## src/rtl/wb_arbiter2.sv

```systemverilog
// wb_arbiter2: two-requester Wishbone classic-cycle arbiter for the UART gateway.
// Requester 0 is the UART configuration engine and requester 1 is the RC transfer
// handler. The single master port drives the UART IP.
// A grant is locked to the owner's cyc, and one idle GAP cycle separates grants.
// Optional watchdog abort: compile with `define WB_ARB_TIMEOUT_EN.
//
// Handshake: a requester asks for the bus by raising sX_cyc. Once it owns the bus,
// its stb/we/adr/dat_w/sel pass straight through to the master port. The slave's
// m_ack reaches only the owner and qualifies the broadcast read data. The grant is
// held until the owner drops cyc, or until the watchdog aborts it.
module wb_arbiter2 #(
  parameter int ADDR_W         = 32,
  parameter int DATA_W         = 32,
  parameter int SEL_W          = 4,
  parameter int PRIO_MODE      = 0,
  parameter int TIMEOUT_CYCLES = 256
) (
  input  logic              clk,
  input  logic              rst,
  input  logic              s0_cyc,
  input  logic              s0_stb,
  input  logic              s0_we,
  input  logic [ADDR_W-1:0] s0_adr,
  input  logic [DATA_W-1:0] s0_dat_w,
  input  logic [SEL_W-1:0]  s0_sel,
  output logic              s0_ack,
  output logic              s0_err,
  output logic [DATA_W-1:0] s0_dat_r,
  input  logic              s1_cyc,
  input  logic              s1_stb,
  input  logic              s1_we,
  input  logic [ADDR_W-1:0] s1_adr,
  input  logic [DATA_W-1:0] s1_dat_w,
  input  logic [SEL_W-1:0]  s1_sel,
  output logic              s1_ack,
  output logic              s1_err,
  output logic [DATA_W-1:0] s1_dat_r,
  output logic              m_cyc,
  output logic              m_stb,
  output logic              m_we,
  output logic [ADDR_W-1:0] m_adr,
  output logic [DATA_W-1:0] m_dat_w,
  output logic [SEL_W-1:0]  m_sel,
  input  logic              m_ack,
  input  logic [DATA_W-1:0] m_dat_r,
  output logic [1:0]        owner,
  output logic              timeout_evt,
  output logic [1:0]        dbg_state
);

  localparam logic [1:0] S_IDLE = 2'd0;
  localparam logic [1:0] S_OWN0 = 2'd1;
  localparam logic [1:0] S_OWN1 = 2'd2;
  localparam logic [1:0] S_GAP  = 2'd3;

  // The watchdog counter is 16 bits wide, so the limit must fit in it.
  if (TIMEOUT_CYCLES < 2 || TIMEOUT_CYCLES > 65535) begin : g_timeout_range_bad
    $error("wb_arbiter2: TIMEOUT_CYCLES out of range 2..65535");
  end

  logic [1:0]        state_q, state_d;
  logic              last_q, last_d;   // 1 = requester 1 won the last grant
  logic              own0, own1;
  logic              pick1;
  logic              wd_hit;
  logic              sel_cyc, sel_stb, sel_we;
  logic [ADDR_W-1:0] sel_adr;
  logic [DATA_W-1:0] sel_dat_w;
  logic [SEL_W-1:0]  sel_sel;

  assign own0 = (state_q == S_OWN0);
  assign own1 = (state_q == S_OWN1);

  // Pick the winner among current requests: a sole requester wins. On a tie,
  // the winner is either the requester that did not win last time, or requester 0.
  always_comb begin
    pick1 = s1_cyc;
    if (s0_cyc && s1_cyc) begin
      pick1 = (PRIO_MODE == 1) ? 1'b0 : ~last_q;
    end
  end

  // Grant-state transitions. GAP also arbitrates, so that a handover reaches
  // the next owner two cycles after the release.
  always_comb begin
    state_d = state_q;
    last_d  = last_q;
    case (state_q)
      S_IDLE, S_GAP: begin
        if (s0_cyc || s1_cyc) begin
          last_d  = pick1;
          state_d = pick1 ? S_OWN1 : S_OWN0;
        end else begin
          state_d = S_IDLE;
        end
      end
      S_OWN0:  if (!s0_cyc || wd_hit) state_d = S_GAP;
      S_OWN1:  if (!s1_cyc || wd_hit) state_d = S_GAP;
      default: state_d = S_IDLE;
    endcase
  end

  // Registered grant state and round-robin history.
  always_ff @(posedge clk or posedge rst) begin
    if (rst) begin
      state_q <= S_IDLE;
      last_q  <= 1'b1;
    end else begin
      state_q <= state_d;
      last_q  <= last_d;
    end
  end

  // Steer the owner's request signals to the master side. When nobody owns
  // the bus, everything on the master side is driven to 0.
  always_comb begin
    sel_cyc   = 1'b0;
    sel_stb   = 1'b0;
    sel_we    = 1'b0;
    sel_adr   = '0;
    sel_dat_w = '0;
    sel_sel   = '0;
    if (own0) begin
      sel_cyc   = s0_cyc;
      sel_stb   = s0_stb;
      sel_we    = s0_we;
      sel_adr   = s0_adr;
      sel_dat_w = s0_dat_w;
      sel_sel   = s0_sel;
    end else if (own1) begin
      sel_cyc   = s1_cyc;
      sel_stb   = s1_stb;
      sel_we    = s1_we;
      sel_adr   = s1_adr;
      sel_dat_w = s1_dat_w;
      sel_sel   = s1_sel;
    end
  end

`ifdef WB_ARB_TIMEOUT_EN
  localparam logic [15:0] WD_LIMIT = 16'(TIMEOUT_CYCLES - 1);

  logic [15:0] wd_q, wd_d;

  assign wd_hit = (own0 | own1) & sel_stb & ~m_ack & (wd_q == WD_LIMIT);

  // Count owned strobe cycles that get no ack. The count restarts on every
  // new grant and on every ack.
  always_comb begin
    wd_d = wd_q;
    if (((state_q == S_IDLE) || (state_q == S_GAP)) && (s0_cyc || s1_cyc)) begin
      wd_d = '0;
    end else if (m_ack) begin
      wd_d = '0;
    end else if ((own0 || own1) && sel_stb) begin
      wd_d = wd_q + 16'd1;
    end
  end

  // Registered watchdog count.
  always_ff @(posedge clk or posedge rst) begin
    if (rst) wd_q <= '0;
    else     wd_q <= wd_d;
  end
`else
  assign wd_hit = 1'b0;
`endif

  // On a watchdog abort, cyc and stb are cut in the same cycle.
  assign m_cyc   = sel_cyc & ~wd_hit;
  assign m_stb   = sel_stb & ~wd_hit;
  assign m_we    = sel_we;
  assign m_adr   = sel_adr;
  assign m_dat_w = sel_dat_w;
  assign m_sel   = sel_sel;

  assign s0_ack   = own0 & m_ack;
  assign s1_ack   = own1 & m_ack;
  assign s0_err   = own0 & wd_hit;
  assign s1_err   = own1 & wd_hit;
  assign s0_dat_r = m_dat_r;
  assign s1_dat_r = m_dat_r;

  assign owner       = {own1, own0};
  assign timeout_evt = wd_hit;
  assign dbg_state   = state_q;

endmodule

```

## config.mk

```make
export PLATFORM = sky130hd
export DESIGN_NAME = wb_arbiter2
export DESIGN_NICKNAME = d
export VERILOG_FILES = /design/src/rtl/wb_arbiter2.sv
export SDC_FILE = /design/constraint.sdc
export NUM_CORES = 1
export LEC_CHECK = 0
export ABC_AREA = 1
export CAP_MARGIN = 20
export CORE_AREA = 8 8 117 119
export DETAILED_ROUTE_END_ITERATION = 8
export DIE_AREA = 0 0 125 127
export PLACE_DENSITY = 0.62
export SYNTH_ARGS = -nofsm -noshare
export SYNTH_HDL_FRONTEND = slang
export SYNTH_SLANG_ARGS = --single-unit
```

## constraint.sdc

```tcl
create_clock -name clk -period 1.65 [get_ports clk]
set_clock_uncertainty 0.15 [all_clocks]
set_input_delay 0.165 -clock clk [delete_from_list [all_inputs] [get_ports clk]]
set_output_delay 0.165 -clock clk [all_outputs]
set_load 0.05 [all_outputs]
```

==> out/summary.txt, run 1 <==
STATUS
------------------------------------------------------------------------------------
Result of the run                                                       finished, violations left
Violated checks                                                         negative setup slack

SYNTH
------------------------------------------------------------------------------------
Warning count from the yosys run                                                   0
Sequential area share after synthesis                                          4.22%
Average instance area after synthesis                                      5.37 um^2
Count of cell types in the netlist                                                15
#FFs+latches synth                                                                 3
Instance count of the mapped netlist                                             337
Cell Area, Synth                                                        0.00181 mm^2

LAYOUT
------------------------------------------------------------------------------------
Area growth from synthesis to layout                                            239%
Fraction of final layout cells with drive strength greater than 1              61.0%
Post-layout net count                                                            701
Antenna cell count                                                                 0
Fill count                                                                       994

DRT
------------------------------------------------------------------------------------
Drt drc                                                                            0
Number of iterations in the first detailed-routing pass                            4
Vias/cell                                                                       4.40
Routed length per placed instance                                            20.5 um
DRC violation total after the first TritonRoute iteration                         69
WL final                                                                     13.7 mm
Overall via count from detail_route                                             2938
ANT nets after route                                                               0

FLOORPLANNING
------------------------------------------------------------------------------------
Number of ports placed on the die boundary                                       321
Die Footprint                                                            0.0159 mm^2
Site Rows                                                                         40
Core area                                                                0.0118 mm^2
Horizontal die dimension                                                      125 um
Initial cell density of the core                                               15.3%
Die Y-Extent                                                                  127 um

STA
------------------------------------------------------------------------------------
Hold Violations, Final                                                             0
Maximum achievable frequency                                                 522 MHz
Setup repair after global routing missed its margin                             true
Final max-slew violation count                                                     0
Final hold slack                                                            0.180 ns
Endpoints failing setup                                                           77
Part of the cycle the worst path needs                                          116%
Min setup slack post-route                                                 -0.266 ns
Post-layout min period                                                       1.92 ns

HOLD PATH
------------------------------------------------------------------------------------
Worst hold path type                                                          in2out

GLOBAL ROUTING
------------------------------------------------------------------------------------
Number of antenna violations at the first check in global routing                  0
Maximum number of pins on one net before global-route repair                      26
Number of global-route vias before repair                                       3341
First-pass GRT wire length                                                   19.9 mm
Sum of overflow across all layers after global routing                             0
Combined global-route utilization of all metal layers                          16.0%

POWER
------------------------------------------------------------------------------------
Post-layout power                                                           0.0138 W
Worst IR Drop VDD                                                          0.00135 V
Internal Power                                                             0.00628 W
Areal power density over the cells                                      2250 mW/mm^2
Clock Power Share                                                               3.0%
Gate power share                                                               95.8%
Leakage power total                                                          2.48 nW
Part of the power in registers                                                  1.2%
Switch share                                                                   54.5%
Switching power total                                                      0.00751 W

RUN
------------------------------------------------------------------------------------
Max-cap check violation count                                                      0

CLOCK TREE
------------------------------------------------------------------------------------
Number of buffers added by the clock tree synthesis step                           3
CTS HTree Levels                                                                   1
Clock latency on the worst-skew pair                                         0.24 ns
Worst-path clk slew                                                          0.03 ns
Clock tree from TritonCTS                                                       done
Number of clock sinks                                                              3
Clk root buf                                                            sky130_fd_sc_hd__clkbuf_16
Deepest clock path buffer count                                                    2

WORST SETUP PATH
------------------------------------------------------------------------------------
Count of buffering cells on the critical path with inverters included              4
Start-to-end type of the worst setup path                                    reg2out
Critical Path Start Type                                                        flop
Crit path max-delay family                                              buffers and inverters
Largest stage delay on the critical path                                     0.41 ns
Worst-path maximum fanout                                                         15
Worst Path Required                                                          1.33 ns
Crit. End Element                                                         output pin
Data arrival at the endpoint of the critical path                            1.60 ns
Cell Chain, Critical Path                                               buf_6 > ha_4 > buf_4 > buf_12 > nand3_1 > nand2_4 > buf_8
Slowest cell on the critical path                                       sky130_fd_sc_hd__dfrtp_2

PLACED DESIGN
------------------------------------------------------------------------------------
RePlAce Congestion                                                             0.792
Placed wire-length estimate after detailed placement                         8.82 mm
Number of input and output port buffers inserted                                 221

## cell type report
type	count	area [um^2]	area share, %
sequential	3	78.8	1.29
timing repair buffer	270	3460	56.6
clock buffer	4	78.8	1.29
inverter	8	45.0	0.735
multi-input combinational	236	2270	37.1
tap	147	184	3.00
## sequential cells by signal (all words and copies together), names as in the netlist
signal and cells:
dbg_state 2, last_q 1
## worst register-to-register path, cell delays in order (launching register included)
cell                      delay (ns)
sky130_fd_sc_hd__dfrtp_2        0.43
sky130_fd_sc_hd__inv_2          0.07
sky130_fd_sc_hd__ha_4           0.16
sky130_fd_sc_hd__buf_8          0.14
sky130_fd_sc_hd__buf_12         0.13
sky130_fd_sc_hd__nand2_4        0.06
sky130_fd_sc_hd__buf_4          0.14
sky130_fd_sc_hd__buf_4          0.13
sky130_fd_sc_hd__nand2_4        0.06
sky130_fd_sc_hd__inv_2          0.04
sky130_fd_sc_hd__nand2_1        0.05
sky130_fd_sc_hd__nand2_1        0.06
## kinds of logic after synthesis
family	after synthesis	share of synthesized area, %
buffers and inverters	100	40.7
and+or+nand+nor	228	52.7
adders and majority gates	2	1.38
AOI/OAI and AO/OA	3	0.830
DFF	3	4.22
other	1	0.207
## metal layers
metal / wire (um) / global-route usage, %
met5: 0 / 0
met1: 4590 / 15.2
met3: 1250 / 5.70
met4: 315 / 4.08
met2: 7540 / 31.9
## synth_stat cells, drive strengths merged
master	count	area (um^2)
o21ai	3	15.0
clkbuf	7	96.3
ha	2	25.0
buf	85	609
dfrtp	2	50.1
inv	8	30.0
conb	1	3.75
dfstp	1	26.3
nand3	70	350
nand2	158	603
## power by group through the flow
stage                     Sequential [W]  Combinational, W  Clock, W
after floorplan                 0.000245           0.00658         0
after global placement          0.000151           0.00861         0
after detailed placement        0.000154           0.00868         0
after CTS                       0.000162            0.0126  0.000403
after global routing            0.000171            0.0138  0.000417
final                           0.000166            0.0132  0.000410
## what timing repair did
action                                 in CTS  in global routing
setup buffers                              15                  1
resized for setup                         239                 55
cloned                                     13                  7
setup endpoints to repair                  77                 77
endpoints found under the hold margin       2                  0
hold buffers                                1                  0
pin swaps                                  13                  4
## stage by stage
stage	instances	cell area, um^2	setup slack (ns)	TNS [ns]	util, %
final	668	6130	-0.266	-15.18	51.9
after global routing	668	6130	-0.302	-18.67	51.9
after CTS	662	5800	-0.226	-14.65	49.1
after detailed placement	629	4200	-0.0762	-2.04	35.6
after global placement	629	4200	-0.0522	-0.716	35.6
after floorplan	339	2480	-0.0831	-0.758	-
## final timing paths
| path | startpoint | endpoint | slack, ns | cells after the start |
|---|---|---|---|---|
| setup / recovery | dbg_state[1] | m_dat_w[1] | -0.27 | 7 |
| hold / removal | m_dat_r[31] | s0_dat_r[31] | 0.18 | 0 |
| setup reg to reg | dbg_state[0] | dbg_state[0] | -0.10 | 11 |
| hold reg to reg | last_q | last_q | 0.35 | 2 |
| max in group asynchronous | rst | last_q | 0.60 | 3 |
| min in group asynchronous | rst | dbg_state[0] | 0.52 | 3 |
## placed cells by master, fill, tap and decap left out, drive strengths merged, types with 2 or more instances in the layout
cell type	netlist	layout
nand2	158	158
o21ai	3	3
buf	85	119
clkbuf	7	10
clkdlybuf4s50	0	144
dfrtp	2	2
inv	8	6
ha	2	2
clkinvlp	0	2
conb	1	3
nand3	70	70
No activity file was read; power rests on OpenSTA's default activity.
==> run 2, diff against run 1 <==
TNS_END_PERCENT = 10   (was unset)
==> out/summary.txt, run 2 (synthesized netlist as in run 1, its figures left out) <==
STA
-------------------------------------------------------------------------------------
Min setup slack post-route                                                  -0.214 ns   +0.0514 ns
Maximum achievable frequency                                                  536 MHz   +2.8%
Post-layout min period                                                        1.86 ns   -0.0514 ns
TNS Setup                                                                   -12.59 ns   +2.59 ns
Setup repair after global routing missed its margin                              true
Part of the cycle the worst path needs                                           113%   -3.1 points
Hold Violations, Final                                                              0   unchanged
Endpoints failing setup                                                            74   -3.9%
Final max-slew violation count                                                      0   unchanged
Final hold slack                                                             0.180 ns   -0.00000100 ns

GLOBAL ROUTING
-------------------------------------------------------------------------------------
Sum of overflow across all layers after global routing                              0   unchanged
First-pass GRT wire length                                                    15.8 mm   -21%
Maximum number of pins on one net before global-route repair                       41   +58%
Number of antenna violations at the first check in global routing                   0   unchanged
Number of global-route vias before repair                                        2940   -12%
Combined global-route utilization of all metal layers                           12.1%   -3.9 points

PLACED DESIGN
-------------------------------------------------------------------------------------
RePlAce Congestion                                                              0.730   -7.9%
Placed wire-length estimate after detailed placement                          7.83 mm   -11%
Number of input and output port buffers inserted                                  221   unchanged

DRT
-------------------------------------------------------------------------------------
WL final                                                                      11.5 mm   -16%
Number of iterations in the first detailed-routing pass                             5   +1
Routed length per placed instance                                             17.7 um   -14%
Overall via count from detail_route                                              2768   -5.8%
Drt drc                                                                             0   unchanged
ANT nets after route                                                                0   unchanged
DRC violation total after the first TritonRoute iteration                          82   +19%
Vias/cell                                                                        4.26   -3.2%

FLOORPLANNING
-------------------------------------------------------------------------------------
Core area                                                                 0.0118 mm^2   unchanged
Horizontal die dimension                                                       125 um   unchanged
Die Y-Extent                                                                   127 um   unchanged
Number of ports placed on the die boundary                                        321   unchanged
Initial cell density of the core                                                15.3%   unchanged
Site Rows                                                                          40   unchanged
Die Footprint                                                             0.0159 mm^2   unchanged

POWER
-------------------------------------------------------------------------------------
Leakage power total                                                           2.10 nW   -16%
Worst IR Drop VDD                                                           0.00118 V   -13%
Areal power density over the cells                                       2300 mW/mm^2   +2.1%

LAYOUT
-------------------------------------------------------------------------------------
Post-layout net count                                                             683   -2.6%
Utilization of the core after routing                                           38.0%   -14 points
Most frequent standard cell in the layout excluding fill and tap cells   sky130_fd_sc_hd__clkdlybuf4s50_1
Area growth from synthesis to layout                                             148%
Fraction of final layout cells with drive strength greater than 1               33.4%   -28 points
Flip-flop count of the largest register, all copies and words added                 2   unchanged
Antenna cell count                                                                  0   unchanged
Fill count                                                                       1211   +22%
Highest-count cells in the layout ignoring fill and taps                 sky130_fd_sc_hd__clkdlybuf4s50_1 (144), sky130_fd_sc_hd__nand2_1 (127), sky130_fd_sc_hd__buf_6 (60)

WORST SETUP PATH
-------------------------------------------------------------------------------------
Start-to-end type of the worst setup path                                     reg2out
R2R Setup Slk                                                                 0.08 ns   +0.18 ns
Critical Path Start Type                                                         flop
RR Endpoint                                                              dbg_state[0]
Data arrival at the endpoint of the critical path                             1.55 ns   -0.05 ns
Crit. End Element                                                          output pin
Critical R2R Launch                                                      dbg_state[0]
R2r worst-path depth                                                                9   -2
Worst Path Required                                                           1.33 ns   about the same
Worst-path maximum fanout                                                           8   -7

RUN
-------------------------------------------------------------------------------------
Max-cap check violation count                                                       0   unchanged

STATUS
-------------------------------------------------------------------------------------
Violated checks                                                          negative setup slack
Result of the run                                                        finished, violations left

CLOCK TREE
-------------------------------------------------------------------------------------
Deepest clock path buffer count                                                     2   unchanged
Number of clock sinks                                                               3   unchanged
Worst-path clk slew                                                           0.03 ns   about the same
Clk root buf                                                             sky130_fd_sc_hd__clkbuf_16
Number of buffers added by the clock tree synthesis step                            3   unchanged
CTS HTree Levels                                                                    1   unchanged
Clock latency on the worst-skew pair                                          0.23 ns   about the same
Clock tree from TritonCTS                                                        done

HOLD PATH
-------------------------------------------------------------------------------------
Hold path endpoint                                                       s0_dat_r[27]
Min-delay src                                                             m_dat_r[27]
Worst hold path type                                                           in2out
Worst hold stages                                                                   0   unchanged

==> run 2: cell types whose count changed in the layout (fill, tap and decap cells not counted), sizes merged <==
| cell | before | now |
|---|---|---|
| buf | 119 | 104 |
| clkinvlp | 2 | 0 |
| inv | 6 | 7 |
| clkinv | 0 | 1 |
| clkbuf | 10 | 7 |
==> run 2: final cells by class <==
cell class | instances | area, um^2 | share of cell area [%]
timing repair buffer | 252 | 2870 | 63.9
multi-input combinational | 236 | 1230 | 27.5
tap | 147 | 184 | 4.10
sequential | 3 | 78.8 | 1.76
clock buffer | 4 | 78.8 | 1.76
inverter | 8 | 45.0 | 1.00
==> run 2: how the worst max path moves through the flow <==
stage | from | end | slack, ns | cells after the start
3_5_place_dp | dbg_state[0] | m_adr[10] | -0.03 | 6
2_1_floorplan | dbg_state[0] | m_adr[1] | -0.16 | 6
4_1_cts | dbg_state[1] | m_adr[27] | -0.20 | 7
5_1_grt | dbg_state[1] | m_adr[19] | -0.27 | 7
3_3_place_gp | dbg_state[0] | m_adr[10] | 0.005 | 6
6_report | dbg_state[0] | m_dat_w[11] | -0.21 | 7
==> run 2: metrics by stage <==
stage                     setup slack [ns]  instance area (um^2)  instances  total power, W
after floorplan                     -0.161                  1880        339         0.00578
after global placement             0.00463                  3580        624         0.00767
after detailed placement           -0.0317                  3580        624         0.00773
after CTS                           -0.201                  4150        636         0.00955
after global routing                -0.273                  4490        650          0.0108
final                               -0.214                  4490        650          0.0103
==> run 2: power by group <==
part           internal, W  switching (W)
Sequential        0.000127      0.0000378
Combinational      0.00383        0.00592
Clock             0.000319      0.0000722
==> run 2: what timing repair did <==
action	in CTS	in global routing
pin swaps	1	38
setup endpoints to repair	73	77
hold buffers	1	0
gates cloned	4	5
hold endpoints to repair	2	0
buffers inserted	3	11
resized for setup	89	58
==> run 2: worst max-delay path, cell delays in order (launching register included) <==
cell and delay, ns:
sky130_fd_sc_hd__dfrtp_2 0.42, sky130_fd_sc_hd__inv_2 0.08, sky130_fd_sc_hd__ha_4 0.20, sky130_fd_sc_hd__buf_12 0.15, sky130_fd_sc_hd__buf_12 0.14, sky130_fd_sc_hd__nand3_2 0.08
sky130_fd_sc_hd__nand2_2 0.08, sky130_fd_sc_hd__buf_8 0.15
==> run 2: metal layers <==
metal / global-route usage (%) / wire, um
met5: 0 / 0
met4: 5.87 / 484
met3: 4.78 / 1120
met2: 22.9 / 5990
met1: 11.2 / 3880
==> run 3, diff against run 2 <==
CAP_MARGIN = unset   (was 20)
==> results of run 3 <==
No change in the layout: final DEF, timing and power equal those of run 2.
